`src/rtl/h_bdy_iss.sv`:
```
// h_bdy_iss: command issue stage of the body pipeline.
// Pulls one opcode plus the key/value/hash fields that opcode needs from the
// front-end field queues, and registers them as one command. The command is
// presented to the table engine over a valid/ready handshake. Commands in
// flight are limited by a credit counter that completions replenish.
// Optional statistics counters are compiled in with H_BDY_ISSUE_STATS_EN.

package h_pkg;
  localparam int OPCODE_W = 3;

  localparam logic [OPCODE_W-1:0] OPC_NOP    = 3'd0;
  localparam logic [OPCODE_W-1:0] OPC_GET    = 3'd1;
  localparam logic [OPCODE_W-1:0] OPC_PUT    = 3'd2;
  localparam logic [OPCODE_W-1:0] OPC_DEL    = 3'd3;
  localparam logic [OPCODE_W-1:0] OPC_INC    = 3'd4;
  localparam logic [OPCODE_W-1:0] OPC_SCAN   = 3'd5;
  localparam logic [OPCODE_W-1:0] OPC_FLUSH  = 3'd6;
  localparam logic [OPCODE_W-1:0] OPC_APPEND = 3'd7;

  // Front-end field decoder, returns {has_k, has_v, has_hash}.
  function automatic logic [2:0] decode_fields(input logic [OPCODE_W-1:0] opc);
    logic [2:0] f;
    f = 3'b000;
    case (opc)
      OPC_GET:    f = 3'b101;
      OPC_PUT:    f = 3'b111;
      OPC_DEL:    f = 3'b101;
      OPC_INC:    f = 3'b111;
      OPC_SCAN:   f = 3'b100;
      OPC_APPEND: f = 3'b010;
      default:    f = 3'b000;
    endcase
    return f;
  endfunction
endpackage

package cfg_pkg;
  localparam int K_W = 16;
  localparam int V_W = 32;
  localparam int H_W = 12;
endpackage

module h_bdy_iss #(
  parameter int CREDITS_N = 4,
  parameter int STAT_W    = 32
) (
  input  logic                          clk,
  input  logic                          arst,
  input  logic                          i_opc_empty,
  input  logic [h_pkg::OPCODE_W-1:0]    i_opc_dat,
  output logic                          o_opc_pop,
  input  logic                          i_k_empty,
  input  logic [cfg_pkg::K_W-1:0]       i_k_dat,
  output logic                          o_k_pop,
  input  logic                          i_v_empty,
  input  logic [cfg_pkg::V_W-1:0]       i_v_dat,
  output logic                          o_v_pop,
  input  logic                          i_h_empty,
  input  logic [cfg_pkg::H_W-1:0]       i_h_dat,
  output logic                          o_h_pop,
  output logic                          o_iss_vld,
  output logic [h_pkg::OPCODE_W-1:0]    o_iss_opcode,
  output logic [cfg_pkg::K_W-1:0]       o_iss_k,
  output logic [cfg_pkg::V_W-1:0]       o_iss_v,
  output logic [cfg_pkg::H_W-1:0]       o_iss_h,
  input  logic                          i_iss_rdy,
  input  logic                          i_cpl_vld,
  output logic [$clog2(CREDITS_N+1)-1:0] o_credits,
  output logic                          o_err_credit
`ifdef H_BDY_ISSUE_STATS_EN
  ,
  output logic [STAT_W-1:0]             o_stat_issued,
  output logic [STAT_W-1:0]             o_stat_stall
`endif
);

  localparam int CRED_W = $clog2(CREDITS_N + 1);
  localparam logic [CRED_W-1:0] CRED_MAX = CRED_W'(CREDITS_N);

  typedef enum logic {IDLE, ISSUE} state_t;

  state_t            state_q;
  state_t            state_d;
  logic              has_k;
  logic              has_v;
  logic              has_h;
  logic              ready_to_load;
  logic              load;
  logic [CRED_W-1:0] credits_q;
  logic              err_q;

  // Decode the opcode head into the set of field queues it draws from.
  always_comb begin
    {has_k, has_v, has_h} = h_pkg::decode_fields(i_opc_dat);
  end

  // A command can be assembled when every needed head is present and a
  // credit is free; reset holds it off so nothing is popped while in reset.
  always_comb begin
    ready_to_load = !i_opc_empty
                    && (!has_k || !i_k_empty)
                    && (!has_v || !i_v_empty)
                    && (!has_h || !i_h_empty)
                    && (credits_q != '0)
                    && !arst;
  end

  // Next-state and load decision; ISSUE only reloads when the engine accepts.
  always_comb begin
    state_d   = state_q;
    load      = 1'b0;
    o_iss_vld = 1'b0;
    case (state_q)
      IDLE: begin
        if (ready_to_load) begin
          load    = 1'b1;
          state_d = ISSUE;
        end
      end
      ISSUE: begin
        o_iss_vld = 1'b1;
        if (i_iss_rdy) begin
          if (ready_to_load) begin
            load = 1'b1;
          end else begin
            state_d = IDLE;
          end
        end
      end
      default: state_d = IDLE;
    endcase
  end

  assign o_opc_pop = load;
  assign o_k_pop   = load && has_k;
  assign o_v_pop   = load && has_v;
  assign o_h_pop   = load && has_h;

  // State register.
  always_ff @(posedge clk or posedge arst) begin
    if (arst) begin
      state_q <= IDLE;
    end else begin
      state_q <= state_d;
    end
  end

  // Capture the command on a load; fields the opcode does not use read as zero.
  always_ff @(posedge clk or posedge arst) begin
    if (arst) begin
      o_iss_opcode <= '0;
      o_iss_k      <= '0;
      o_iss_v      <= '0;
      o_iss_h      <= '0;
    end else if (load) begin
      o_iss_opcode <= i_opc_dat;
      o_iss_k      <= has_k ? i_k_dat : '0;
      o_iss_v      <= has_v ? i_v_dat : '0;
      o_iss_h      <= has_h ? i_h_dat : '0;
    end
  end

  // Credit accounting: loads consume, completions return, excess returns flag an error.
  always_ff @(posedge clk or posedge arst) begin
    if (arst) begin
      credits_q <= CRED_MAX;
      err_q     <= 1'b0;
    end else begin
      case ({load, i_cpl_vld})
        2'b10: credits_q <= credits_q - CRED_W'(1);
        2'b01: begin
          if (credits_q == CRED_MAX) begin
            err_q <= 1'b1;
          end else begin
            credits_q <= credits_q + CRED_W'(1);
          end
        end
        default: credits_q <= credits_q;
      endcase
    end
  end

  assign o_credits    = credits_q;
  assign o_err_credit = err_q;

`ifdef H_BDY_ISSUE_STATS_EN
  logic [STAT_W-1:0] stat_issued_q;
  logic [STAT_W-1:0] stat_stall_q;

  // Saturating counts of accepted and back-pressured issue cycles.
  always_ff @(posedge clk or posedge arst) begin
    if (arst) begin
      stat_issued_q <= '0;
      stat_stall_q  <= '0;
    end else begin
      if (o_iss_vld && i_iss_rdy && !(&stat_issued_q)) begin
        stat_issued_q <= stat_issued_q + STAT_W'(1);
      end
      if (o_iss_vld && !i_iss_rdy && !(&stat_stall_q)) begin
        stat_stall_q <= stat_stall_q + STAT_W'(1);
      end
    end
  end

  assign o_stat_issued = stat_issued_q;
  assign o_stat_stall  = stat_stall_q;
`endif

endmodule

```
`config.mk`:
```
export PLATFORM = sky130hd
export DESIGN_NAME = h_bdy_iss
export DESIGN_NICKNAME = d
export VERILOG_FILES = /design/src/rtl/h_bdy_iss.sv
export SDC_FILE = /design/constraint.sdc
export NUM_CORES = 1
export LEC_CHECK = 0
export BUFFER_PORTS_ARGS = -buffer_cell sky130_fd_sc_hd__buf_2
export CAP_MARGIN = 20
export CORE_MARGIN = 3
export CORE_UTILIZATION = 31
export DETAILED_ROUTE_END_ITERATION = 7
export SLEW_MARGIN = 15
export SYNTH_ARGS = -nofsm -noshare
export SYNTH_HDL_FRONTEND = slang
export SYNTH_SLANG_ARGS = --single-unit
```
`constraint.sdc`:
```
create_clock -name clk -period 3 [get_ports clk]
set_input_delay 0.15 -clock clk [delete_from_list [all_inputs] [get_ports clk]]
set_output_delay 0.15 -clock clk [all_outputs]
set_load 0.005 [all_outputs]
```
After elaboration in Yosys (flattened, before gate mapping)

Cells that the tools add are included.

Bits of input ports: 71
Output and inout bits: 72
Logic and storage cells: 57
Bits in registers: 68

Equality and inequality tests: 10
Add/subtract/negate cells: 2
Mux-type cells: 12
Bitwise operators: 1
Reductions and logical operators: 25

Operators with widths:

| cell                                                                   | count |
|---|---|
| 32-bit 2-to-1 mux                                                      | 1 |
| 16-bit 2-to-1 mux                                                      | 1 |
| 3-bit equality test (second input constant)                            | 4 |
| 12-bit 2-to-1 mux                                                      | 1 |
| 3-bit one-hot mux with 4 select lines                                  | 1 |
| 1-bit logical AND                                                      | 8 |
| 1-bit logical NOT                                                      | 8 |
| 3-bit by 2-bit equality test with 1-bit output (second input constant) | 2 |
| 3-bit one-hot mux with 2 select lines                                  | 1 |
| 1-bit 2-to-1 mux                                                       | 4 |
| 1-bit one-hot mux with 2 select lines                                  | 2 |
| 2-bit AND reduction                                                    | 2 |
| 2-bit OR reduction                                                     | 2 |
| 3-bit by 1-bit adder with 3-bit output (second input constant)         | 1 |
| 3-bit by 1-bit equality test with 1-bit output (second input constant) | 1 |
| 1-bit logical OR                                                       | 3 |
| 3-bit 2-to-1 mux                                                       | 1 |
| 3-bit nonzero test                                                     | 1 |
| 3-bit by 1-bit subtractor with 3-bit output (second input constant)    | 1 |
| 2-bit by 1-bit equality test with 1-bit output (second input constant) | 1 |
| 2-bit equality test (second input constant)                            | 1 |
| 2-bit inequality test (second input constant)                          | 1 |
| 2-bit nonzero test                                                     | 1 |
| 1-bit inverter                                                         | 1 |

Longest topological paths before layout

Gate-level depths: netlist of the first run.

Depth in word-level cells: 16
Mapped depth: 12

Least setup slack after synthesis of the first run

Ideal clock, no wire load.

Path type: reg-to-reg
Start point: register credits_q[0] (netlist: o_credits[0])
End point: register credits_q[2] (netlist: o_credits[2])
Library setup time: 83 ps
Slack: 523 ps
Data required time: 2917 ps
Cell stages (with the launch flop): 11
Data arrival time: 2394 ps
Cell sequence: dfrtp_1 > nor3_1 > nor3_2 > o21ai_2 > buf_6 > buf_6 > buf_4 > nand2_1 > fa_1 > or4b_1 > o311a_1

Cells in the longest elaborated chain, start to end: 9
Elaborated cells on any way between the ends: 16

Ends and longest elaborated chain:

| element                                                                               | line     | text |
|---|---|---|
| start, declared                                                                       | 89       | `logic [CRED_W-1:0] credits_q;` |
| start signal, assigned                                                                | 170      | `2'b10: credits_q <= credits_q - CRED_W'(1);` |
| start signal, assigned                                                                | 175      | `credits_q <= credits_q + CRED_W'(1);` |
| start signal, assigned                                                                | 178      | `default: credits_q <= credits_q;` |
| 3-bit nonzero test                                                                    | 104      | `&& (credits_q != '0)` |
| 1-bit logical AND                                                                     | 104      |  |
| 1-bit logical AND                                                                     | 105      | `&& !arst;` |
| 1-bit 2-to-1 mux                                                                      | 115, 123 |  |
| 1-bit 2-to-1 mux                                                                      | 122      | `if (i_iss_rdy) begin` |
| 1-bit one-hot mux with 2 select lines                                                 | 113      | `case (state_q)` |
| 2-bit by 1-bit equality test with 1-bit output or 2-bit equality test (tied branches) | 169      | `case ({load, i_cpl_vld})` |
| 2-bit inequality test (no source line) or 2-bit nonzero test (tied branches)          | -        |  |
| 2-bit AND reduction (no source line)                                                  | -        |  |

Several ways; a longest one is shown, not always the timed one. The select of a mux whose other input is x is not followed.
A chain may end at the register's enable or synchronous reset.

Final worst setup path of the first run

Start point: input arst
End point: output o_h_pop

Cells in the longest elaborated chain, start to end: 6

Ends and longest elaborated chain:

| element                                   | line     | text |
|---|---|---|
| start, declared                           | 48       | `input logic arst,` |
| 1-bit logical NOT (no source line) (*)    | -        |  |
| 1-bit logical AND (*)                     | 105      |  |
| 1-bit 2-to-1 mux (*)                      | 115, 123 |  |
| 1-bit 2-to-1 mux                          | 122      |  |
| 1-bit one-hot mux with 2 select lines (*) | 113      |  |
| 1-bit logical AND (*)                     | 137      | `assign o_h_pop = load && has_h;` |
| end, declared                             | 60       | `output logic o_h_pop,` |

Mark *: on every way between the ends. The rest lies on a longest branch, timed or not.

==> results of run 1 <==
==> layout make-up <==
class | instances | share of cell area (%)
clock buffer | 12 | 3.948
clock inverter | 2 | 0.8914
inverter | 3 | 0.2865
multi-input combinational | 227 | 28.05
sequential | 68 | 43.33
tap | 126 | 4.011
timing repair buffer | 149 | 19.48
==> repair_timing <==
| action | 4_1_cts | 5_1_grt |
|---|---|---|
| gates resized for setup | 0 | 0 |
| hold endpoints to repair | 28 | 0 |
| setup buffers | 0 | 0 |
| hold buffers | 1 | 0 |
==> kinds of logic after synthesis <==
family                     after synthesis
AOI/OAI and AO/OA                       74
xor gates and xnor gates                 2
adders and majority gates                1
buffers and inverters                   26
DFF                                     68
muxes                                    3
and+or+nand+nor                        147
==> cells in the final DEF (no fill, tap or decap), drive strengths merged, types with 3 or more instances in the layout <==
| master | count |
|---|---|
| a21oi | 3 |
| buf | 148 |
| clkbuf | 12 |
| dfrtp | 67 |
| inv | 3 |
| mux2 | 3 |
| nand2 | 123 |
| nand2b | 4 |
| nor2 | 4 |
| nor2b | 4 |
| nor3 | 6 |
| o21ai | 63 |
==> tightest hold or removal path: stages <==
cell,delay (ps)
buf_2,90
nand2_1,40
o21ai_1,50
==> final timing paths <==
check                                  start  cells past startpoint      endpoint
min in group asynchronous               arst                      3   o_iss_v[23]
worst max register to register  o_credits[0]                      7  o_credits[2]
worst max-delay path                    arst                      8       o_h_pop
worst min-delay path             i_v_dat[25]                      3   o_iss_v[25]
max in group asynchronous               arst                      4    o_iss_h[0]
worst min register to register  o_err_credit                      1  o_err_credit
==> flip-flops by register name, summed over array words and instances, names as in the netlist <==
| register | cells |
|---|---|
| o_iss_opcode | 3 |
| state_q | 1 |
| o_iss_k | 16 |
| o_iss_h | 12 |
| o_credits | 3 |
| o_iss_v | 32 |
| o_err_credit | 1 |
==> routing by layer <==
metal	up-vias	global-route usage [%]	routed length, um
met5	-	0	0
met4	0	6.363	161
met3	14	4.104	557
met2	89	21.87	3305
met1	1116	18.12	3393
li1	1325	-	-
==> power groups by stage <==
stage | sequential, mW | clock (mW) | combinational, mW
after detailed placement | 1.41 | 0 | 0.869
after global placement | 1.40 | 0 | 0.851
after floorplan | 1.43 | 0 | 0.401
after CTS | 1.40 | 0.776 | 0.869
final | 1.40 | 0.740 | 0.846
after global routing | 1.45 | 0.813 | 0.958
==> flow_summary_export.csv, run 1 <==
group,metric,value,unit
yosys,combinational_family_with_the_most_area_after_synthesis,"simple AND/OR/NAND/NOR gates",
power,ir_worst_vdd,0.0002358,V
drt,routed_via_density,4.334,
setup_path,r2r_slack,820,ps
yosys,yosysSeqAreaShare,57.74,%
yosys,synth_seq_cells,68,
placement,worst_setup_slack_post_dpl,834.1,ps
drt,drcViolationCount,0,
drt,drt_iter0_markers,80,
power,p_sw,0.9209,mW
setup_path,startpoint_class_of_the_critical_path,"input port",
outcome,outcome,"complete, no violations",
power,power.density_cell_area,759.0,nW/um^2
timing,fin_crit,2241,ps
cts,cts_root_buf,"clkbuf_8",
yosys,synth-compound-area-share,13.92,%
power,share_comb_of_total_power,28.4,%
timing,slew_headroom,40.23,%
timing,setup_violations,0,
finish,multi_input_area,1102,um^2
yosys,syn_inst,321,
yosys,synthDistinctLibCells,33,
global_routing,grt_first_pass_wirelength,12.27,mm
power,power.clock.fraction,24.8,%
cts,tritoncts,"yes",
yosys,post_synth_simple_gate_area,20.66,%
finish,proportion_of_layout_cells_with_a_drive_suffix_above_1,37.09,%
cts,worst_skew_pair.late_latency,340,ps
drt,firstDrtPassIters,4,
floorplan,die_area,10720,um^2
run,timing.max_cap.violations,0,
finish,final-seq-area,1703,um^2
cts,cts_max_level,3,
floorplan,placement_rows,34,
global_routing,globalRoute.totalOverflow,0,
placement,place.detailed.instances,572,
timing,rsz0062_at_grt,"no",
global_routing,grt_util_all_layers,14.04,%
cts,clkSlewWorstSetupHoldPaths,70,ps
yosys,netlist.top_cell.by_area,"dfrtp_1",
floorplan,initial_utilization,32.85,%
placement,detailedPlacementHpwl,5.399,mm
finish,fill_cells,915,
yosys,yosys_warnings,0,
setup_path,worst-endpoint-required,2850,ps
setup_path,crit_type,"input port to primary output",
yosys,syn-cell-area,2949,um^2
setup_path,critical_path.max_stage_delay,520,ps
setup_path,endpoint_kind,"primary output",
placement,gp_congestion,0.7097,
yosys,most_common_cell_in_the_synthesized_netlist,"nand2_1",
timing,max_slew.worst_pin.slew,893.2,ps
timing,max_clock_freq,446.2,MHz
setup_path,path_buf_inv,4,
setup_path,worstPathArrival,2090,ps
cts,cts_buf_count,9,
timing,timing.final.hold_violations,0,
finish,syn2layout_area_growth,33.26,%
cts,clock_path_buffers,2,
min_path,worst_hold_path_type,"input port to register",
yosys,synth_top_flop_cell,"dfrtp_1",
drt,drt-total-wl,7.418,mm
placement,port_buffers,142,
yosys,synth_area_leaders,"dfrtp_1 57%, nand2_1 16%, o21ai_0 9.7%, buf_4 1.5%, buf_6 1.5%",
power,static-leakage-power,2.113,nW
finish,finish.instance_area,3930,um^2
timing,hold-worst-slack,38.53,ps
yosys,ys_async_sr_fraction,100.0,%
yosys,post_synth_mux_area_share,1.146,%
global_routing,grt_max_degree,74,
power,p_sw_share,30.88,%
timing,timing.final.crit_share,74.71,%
floorplan,io-pin-count,143,
finish,number_of_nets_at_the_end_of_the_flow,530,
power,power.sequential.fraction,46.8,%
global_routing,first_global_vias,2452,
setup_path,cpMaxStageDelayCell,"dlygate4sd3_1",
setup_path,critPathMostFrequentCell,"buf_2",
timing,timing.clock.skew,8.568,ps
timing,final_setup_tns,0,ps
floorplan,chipHeight,103.5,um
finish,diodes,0,
yosys,post-synth-top-area-fraction,56.85,%
setup_path,cp_top_family,"buffers and inverters",
yosys,synth_adder_area_share,0.6788,%
yosys,synth.cells.most_frequent,"123 x nand2_1, 67 x dfrtp_1, 57 x o21ai_0",
finish,postLayoutCoreUtil,43.78,%
drt,antenna_left,0,
drt,detailroute.via_count,2544,
finish,final_std_cells_w_o_fill,587,
cts,cts.sinks,68,
power,total_power,2.983,mW
floorplan,dieWidth,103.5,um
floorplan,fp.coreArea,8976,um^2
power,power.internal,2.062,mW
timing,layout_setup_ws,758.8,ps
setup_path,cp_max_fo,65,
global_routing,number_of_antenna_violations_at_the_first_check_in_global_routing,0,
drt,drt-wirelength-per-cell,12.64,um
setup_path,crit_chain,"dlygate4sd3_1 -> buf_2 -> or2_2 -> nor3_2 -> o21ai_4 -> buf_4 -> nor3_1 -> buf_2",
timing,slew_violations,0,
yosys,synth_enable_flop_cells,0,
placement,total_placed_instance_area,3730,um^2
yosys,syn-num-nets,393,
yosys,avgSynthCellArea,9.187,um^2
yosys,xor_and_xnor_area_share_after_synthesis,0.5940,%
No activity file was read; power rests on OpenSTA's default activity.
==> inputs of run 2 (changes only) <==
- ABC_AREA: not set -> 1
- clock period: 3 -> 2 ns (I/O delays scaled with it)
==> run 2 against run 1 <==
Sequential share of layout area shrank 5.5 points. Clock skew hardly changed. Cell count is 9.9% higher. Cell area increased by 14%. Largest power group unchanged.
==> flow_summary_export.csv, run 2 <==
group,metric,value,unit
outcome,outcome,"complete, no violations",
cts,clkSlewWorstSetupHoldPaths,60,ps
power,static-leakage-power,2.650,nW
global_routing,grt_max_degree,43,
min_path,worst_hold_path_type,"input port to register",
placement,detailedPlacementHpwl,5.174,mm
finish,finish.instance_area,4498,um^2
yosys,avgSynthCellArea,8.629,um^2
cts,cts_root_buf,"clkbuf_8",
yosys,synthDistinctLibCells,19,
yosys,yosys_warnings,0,
finish,number_of_nets_at_the_end_of_the_flow,607,
yosys,post-synth-top-area-fraction,60.72,%
global_routing,first_global_vias,2820,
timing,setup_violations,0,
yosys,synth_enable_flop_cells,0,
cts,cts.sinks,68,
timing,timing.final.crit_share,95.06,%
yosys,syn_inst,320,
finish,most_frequent_cells_in_the_layout,"206 x nand2_1, 141 x buf_2, 67 x dfrtp_1",
setup_path,crit_type,"register to primary output",
global_routing,grt_first_pass_wirelength,13.08,mm
power,power.density_cell_area,1081,nW/um^2
finish,postLayoutCoreUtil,53.40,%
floorplan,io-pin-count,143,
drt,drt_iter0_markers,102,
yosys,yosysSeqAreaShare,61.67,%
timing,rsz0062_at_grt,"yes",
drt,drt-wirelength-per-cell,12.47,um
setup_path,cp_max_fo,9,
drt,drcViolationCount,0,
placement,place.detailed.instances,559,
drt,antenna_left,0,
timing,final_setup_tns,0,ps
finish,syn2layout_area_growth,62.89,%
finish,flip_flop_count_of_the_largest_register_all_copies_and_words_added,32,
setup_path,worst-endpoint-required,1900,ps
cts,tritoncts,"yes",
finish,proportion_of_layout_cells_with_a_drive_suffix_above_1,33.15,%
placement,gp_congestion,0.7999,
cts,cts_buf_count,9,
yosys,synth_area_leaders,"dfrtp_1 61%, nand2_1 28%, buf_6 1.6%, inv_1 1.5%, nand3_1 1.1%",
global_routing,grt_util_all_layers,16.43,%
yosys,ys_async_sr_fraction,100.0,%
floorplan,fp.coreArea,8423,um^2
global_routing,globalRoute.totalOverflow,0,
drt,firstDrtPassIters,6,
setup_path,endpoint_kind,"primary output",
floorplan,die_area,10080,um^2
timing,hold-worst-slack,90.93,ps
yosys,syn-cell-area,2761,um^2
timing,max_slew.worst_pin.slew,573.2,ps
cts,worst_skew_pair.late_latency,340,ps
timing,slew_headroom,61.73,%
global_routing,number_of_antenna_violations_at_the_first_check_in_global_routing,0,
power,total_power,4.863,mW
floorplan,chipHeight,100.4,um
cts,clock_path_buffers,2,
cts,cts_max_level,3,
yosys,synth_seq_cells,68,
timing,max_clock_freq,526.0,MHz
drt,routed_via_density,4.274,
yosys,synth.cells.most_frequent,"207 x nand2_1, 67 x dfrtp_1, 11 x inv_1",
timing,slew_violations,0,
setup_path,startpoint_class_of_the_critical_path,"register",
finish,fill_cells,768,
floorplan,initial_utilization,32.78,%
timing,timing.clock.skew,8.823,ps
floorplan,placement_rows,33,
finish,registers.top_by_ff_count,"o_iss_v",
floorplan,dieWidth,100.4,um
run,timing.max_cap.violations,0,
drt,detailroute.via_count,2757,
timing,fin_crit,1901,ps
setup_path,worstPathArrival,1800,ps
finish,reg.largest.list,"o_iss_v: 32 flops, o_iss_k: 16 flops, o_iss_h: 12 flops",
finish,final_std_cells_w_o_fill,645,
finish,diodes,0,
yosys,synth_top_flop_cell,"dfrtp_1",
drt,drt-total-wl,8.045,mm
yosys,syn-num-nets,392,
placement,worst_setup_slack_post_dpl,147.7,ps
yosys,most_common_cell_in_the_synthesized_netlist,"nand2_1",
finish,layout_commonest_cell,"nand2_1",
placement,port_buffers,142,
timing,timing.final.hold_violations,0,
yosys,netlist.top_cell.by_area,"dfrtp_1",
placement,total_placed_instance_area,3573,um^2
power,ir_worst_vdd,0.0005636,V
timing,layout_setup_ws,98.74,ps
run 2: cell families (layout without fill, tap and decap cells):
| family | after synthesis | after routing | synth area share (%) |
|---|---|---|---|
| flops | 68 | 68 | 61.67 |
| xor+xnor | 1 | 1 | 0.3172 |
| fa+ha+maj | 1 | 1 | 0.7250 |
| compound gates | 7 | 7 | 1.677 |
| simple gates | 216 | 216 | 30.49 |
| buf+inv | 27 | 247 | 5.120 |
run 2: final cells by class:
class                           instances  area [um^2]  share of cell area, %
Clock buffer                           12        145.1                  3.227
Clock inverter                          4        72.57                  1.613
Inverter                               15        76.32                  1.697
Multi-Input combinational cell        225        919.6                  20.45
Sequential cell                        68         1703                  37.86
Tap cell                              105        131.4                  2.921
Timing Repair Buffer                  216         1450                  32.24
run 2: worst max-delay path, cell delays in order, from the launching register on:
cell      delay, ps
dfstp_2         550
inv_1            50
nand3_1          70
nand2_1          60
a21oi_2         180
nand4_4         160
inv_4           100
nand2_1          90
clkinv_4        100
buf_2           120
run 2: worst paths after layout:
kind	startpoint	end	slack (ps)	depth (start not counted)
worst max register to register	o_credits[2]	o_credits[1]	110	9
min in group asynchronous	arst	o_credits[0]	390	3
max in group asynchronous	arst	o_credits[2]	940	4
worst max-delay path	o_credits[2]	o_h_pop	100	9
worst min-delay path	i_iss_rdy	state_q	90	3
worst min register to register	o_iss_k[11]	o_iss_k[11]	480	2
run 2: routing by layer:
metal / track usage, % / routed length [um] / part of all wire, %
met4: 4.456 / 91 / 1.1
met3: 7.575 / 751 / 9.3
met2: 28.29 / 3871 / 48
met5: 0 / 0 / 0
met1: 18.30 / 3331 / 41
run 2: timing repair:
item | in CTS | in global routing
setup endpoints to repair | 3 | 3
hold buffers | 61 | 0
endpoints found under the hold margin | 86 | 0
pin swaps | 0 | 1
resized for setup | 5 | 6
setup buffers | 0 | 9
run 2: power breakdown:
part / switching, mW / internal [mW]
Sequential: 0.286 / 1.88
Combinational: 0.720 / 0.747
Clock: 0.493 / 0.735
==> inputs of run 3 (changes only) <==
- BUFFER_PORTS_ARGS: -buffer_cell sky130_fd_sc_hd__buf_2 -> -buffer_cell sky130_fd_sc_hd__buf_4
==> run 3 against run 2 <==
Setup slack better by 44 ps. Global-route usage rose by 0.15 points. Sequential power barely moved. Wire length up 3.5%. Via count grew 0.36%. Sequential share of layout area shrank 2.2 points. Critical path type unchanged. Largest cell class is now buffers. Highest routed layer unchanged.
==> flow_summary_export.csv, run 3 (synthesis gave the netlist of run 2 again) <==
group,metric,value,unit
outcome,outcome,"complete, no violations",
cts,clock_path_buffers,2,
timing,hold-worst-slack,87.08,ps
min_path,timing.hold.worst_endpoint,"o_iss_opcode[0]",
floorplan,dieWidth,100.4,um
global_routing,grt_max_degree,44,
setup_path,regToRegEndpoint,"o_credits[1]",
drt,routed_via_density,4.303,
drt,drt-total-wl,8.326,mm
power,power.density_cell_area,1039,nW/um^2
placement,detailedPlacementHpwl,5.409,mm
timing,timing.clock.skew,9.814,ps
setup_path,startpoint_class_of_the_critical_path,"register",
drt,drcViolationCount,0,
finish,final_std_cells_w_o_fill,643,
timing,setup_violations,0,
placement,worst_setup_slack_post_dpl,112.2,ps
cts,cts.sinks,68,
floorplan,io-pin-count,143,
global_routing,groute.layer.met3.usage,5.698,%
finish,diodes,0,
global_routing,globalRoute.totalOverflow,0,
setup_path,cp_max_fo,4,
cts,cts_buf_count,9,
power,ir_worst_vdd,0.0005302,V
finish,proportion_of_layout_cells_with_a_drive_suffix_above_1,33.27,%
floorplan,placement_rows,33,
min_path,worst_hold_path_type,"input port to register",
timing,max_clock_freq,538.4,MHz
power,power.clock.fraction,19.8,%
global_routing,grt_first_pass_wirelength,13.27,mm
setup_path,crit-reg2reg-launch,"o_credits[2]",
finish,flip_flop_count_of_the_largest_register_all_copies_and_words_added,32,
timing,timing.final.hold_violations,0,
finish,syn2layout_area_growth,73.18,%
timing,timing.final.crit_share,92.86,%
timing,fin_crit,1857,ps
power,share_comb_of_total_power,35.9,%
placement,gp_congestion,0.7521,
global_routing,grt_util_all_layers,16.58,%
finish,layout_commonest_cell,"nand2_1",
power,static-leakage-power,2.703,nW
drt,drt_iter0_markers,74,
finish,number_of_nets_at_the_end_of_the_flow,605,
setup_path,worstPathArrival,1760,ps
drt,detailroute.via_count,2767,
floorplan,fp.coreArea,8423,um^2
setup_path,crit_type,"register to primary output",
finish,most_frequent_cells_in_the_layout,"206 x nand2_1, 151 x buf_4, 67 x dfrtp_1",
min_path,worstHoldPathCells,3,
setup_path,worst-r2r-cell-count,9,
finish,reg.largest.list,"o_iss_v: 32 flops, o_iss_k: 16 flops, o_iss_h: 12 flops",
global_routing,number_of_antenna_violations_at_the_first_check_in_global_routing,0,
floorplan,initial_utilization,32.78,%
global_routing,first_global_vias,2780,
cts,clkSlewWorstSetupHoldPaths,70,ps
placement,place.detailed.instances,559,
min_path,min-delay-start,"i_opc_dat[0]",
drt,drt-wirelength-per-cell,12.95,um
setup_path,r2r_slack,140,ps
cts,tritoncts,"yes",
drt,antenna_left,0,
cts,worst_skew_pair.late_latency,330,ps
finish,registers.top_by_ff_count,"o_iss_v",
timing,max_slew.worst_pin.slew,545.9,ps
power,p_sw_share,31.46,%
setup_path,endpoint_kind,"primary output",
global_routing,grt_util_met1,19.92,%
setup_path,worst-endpoint-required,1900,ps
power,power.sequential.fraction,44.3,%
global_routing,global_route_met2_usage,27.88,%
power,power.internal,3.406,mW
timing,slew_violations,0,
floorplan,chipHeight,100.4,um
power,p_sw,1.563,mW
finish,postLayoutCoreUtil,56.77,%
timing,slew_headroom,63.55,%
drt,firstDrtPassIters,4,
floorplan,die_area,10080,um^2
power,total_power,4.969,mW
cts,cts_max_level,3,
cts,cts_root_buf,"clkbuf_8",
global_routing,most_used_layer_global_route,"met2",
run,timing.max_cap.violations,0,
timing,layout_setup_ws,142.7,ps
placement,port_buffers,142,
run 3: critical path: stages, from the launching register on:
cell     delay, ps
dfstp_2        550
inv_1           60
nand3_1         80
nand2_1         70
a21oi_2        170
nand4_4        140
inv_4           90
nand2_1         90
inv_4           80
buf_4          100
run 3: area by class of cell:
type / count / area (um^2)
clock buffers: 10 / 137.6
clock inverters: 6 / 40.04
fillers: 737 / 3641
inverters: 15 / 66.31
multi-input cells: 225 / 919.6
flip-flops and latches: 68 / 1703
well taps: 105 / 131.4
repair buffers: 214 / 1784
run 3: power by group through the flow:
stage,sequential [mW],combinational [mW],clock [mW]
after floorplan,2.22,0.583,0
after global placement,2.20,1.65,0
after detailed placement,2.20,1.69,0
after CTS,2.20,1.79,1.03
after global routing,2.26,1.99,1.10
final,2.20,1.78,0.986
run 3: what timing repair did:
| item | in CTS | in global routing |
|---|---|---|
| endpoints found under the setup margin | 3 | 7 |
| buffers inserted | 4 | 3 |
| gates resized for setup | 3 | 2 |
| pin swaps | 0 | 0 |
| hold buffers | 61 | 0 |
| endpoints found under the hold margin | 85 | 0 |
run 3: worst max-delay path by stage:
| stage | to | slack, ps | cells after the start | from |
|---|---|---|---|---|
| after floorplan | o_credits[0] | 190 | 1 | arst |
| after global placement | o_credits[1] | 190 | 9 | o_credits[2] |
| after detailed placement | o_credits[1] | 110 | 9 | o_credits[2] |
| after CTS | o_v_pop | 90 | 9 | o_credits[2] |
| after global routing | o_credits[1] | -2 | 9 | o_credits[2] |
| final | o_v_pop | 140 | 9 | o_credits[2] |
run 3: metrics by stage:
step                      instance area (um^2)  setup TNS (ps)
after floorplan                           2761               0
after global placement                    3929               0
after detailed placement                  3929               0
after CTS                                 4755               0
after global routing                      4782          -2.090
final                                     4782               0
run 3: per-layer routing:
layer | up-vias | part of all wire, %
met5 | - | 0
met3 | 11 | 8.8
met2 | 116 | 48
met1 | 1251 | 42
met4 | 0 | 1.3
li1 | 1389 | -
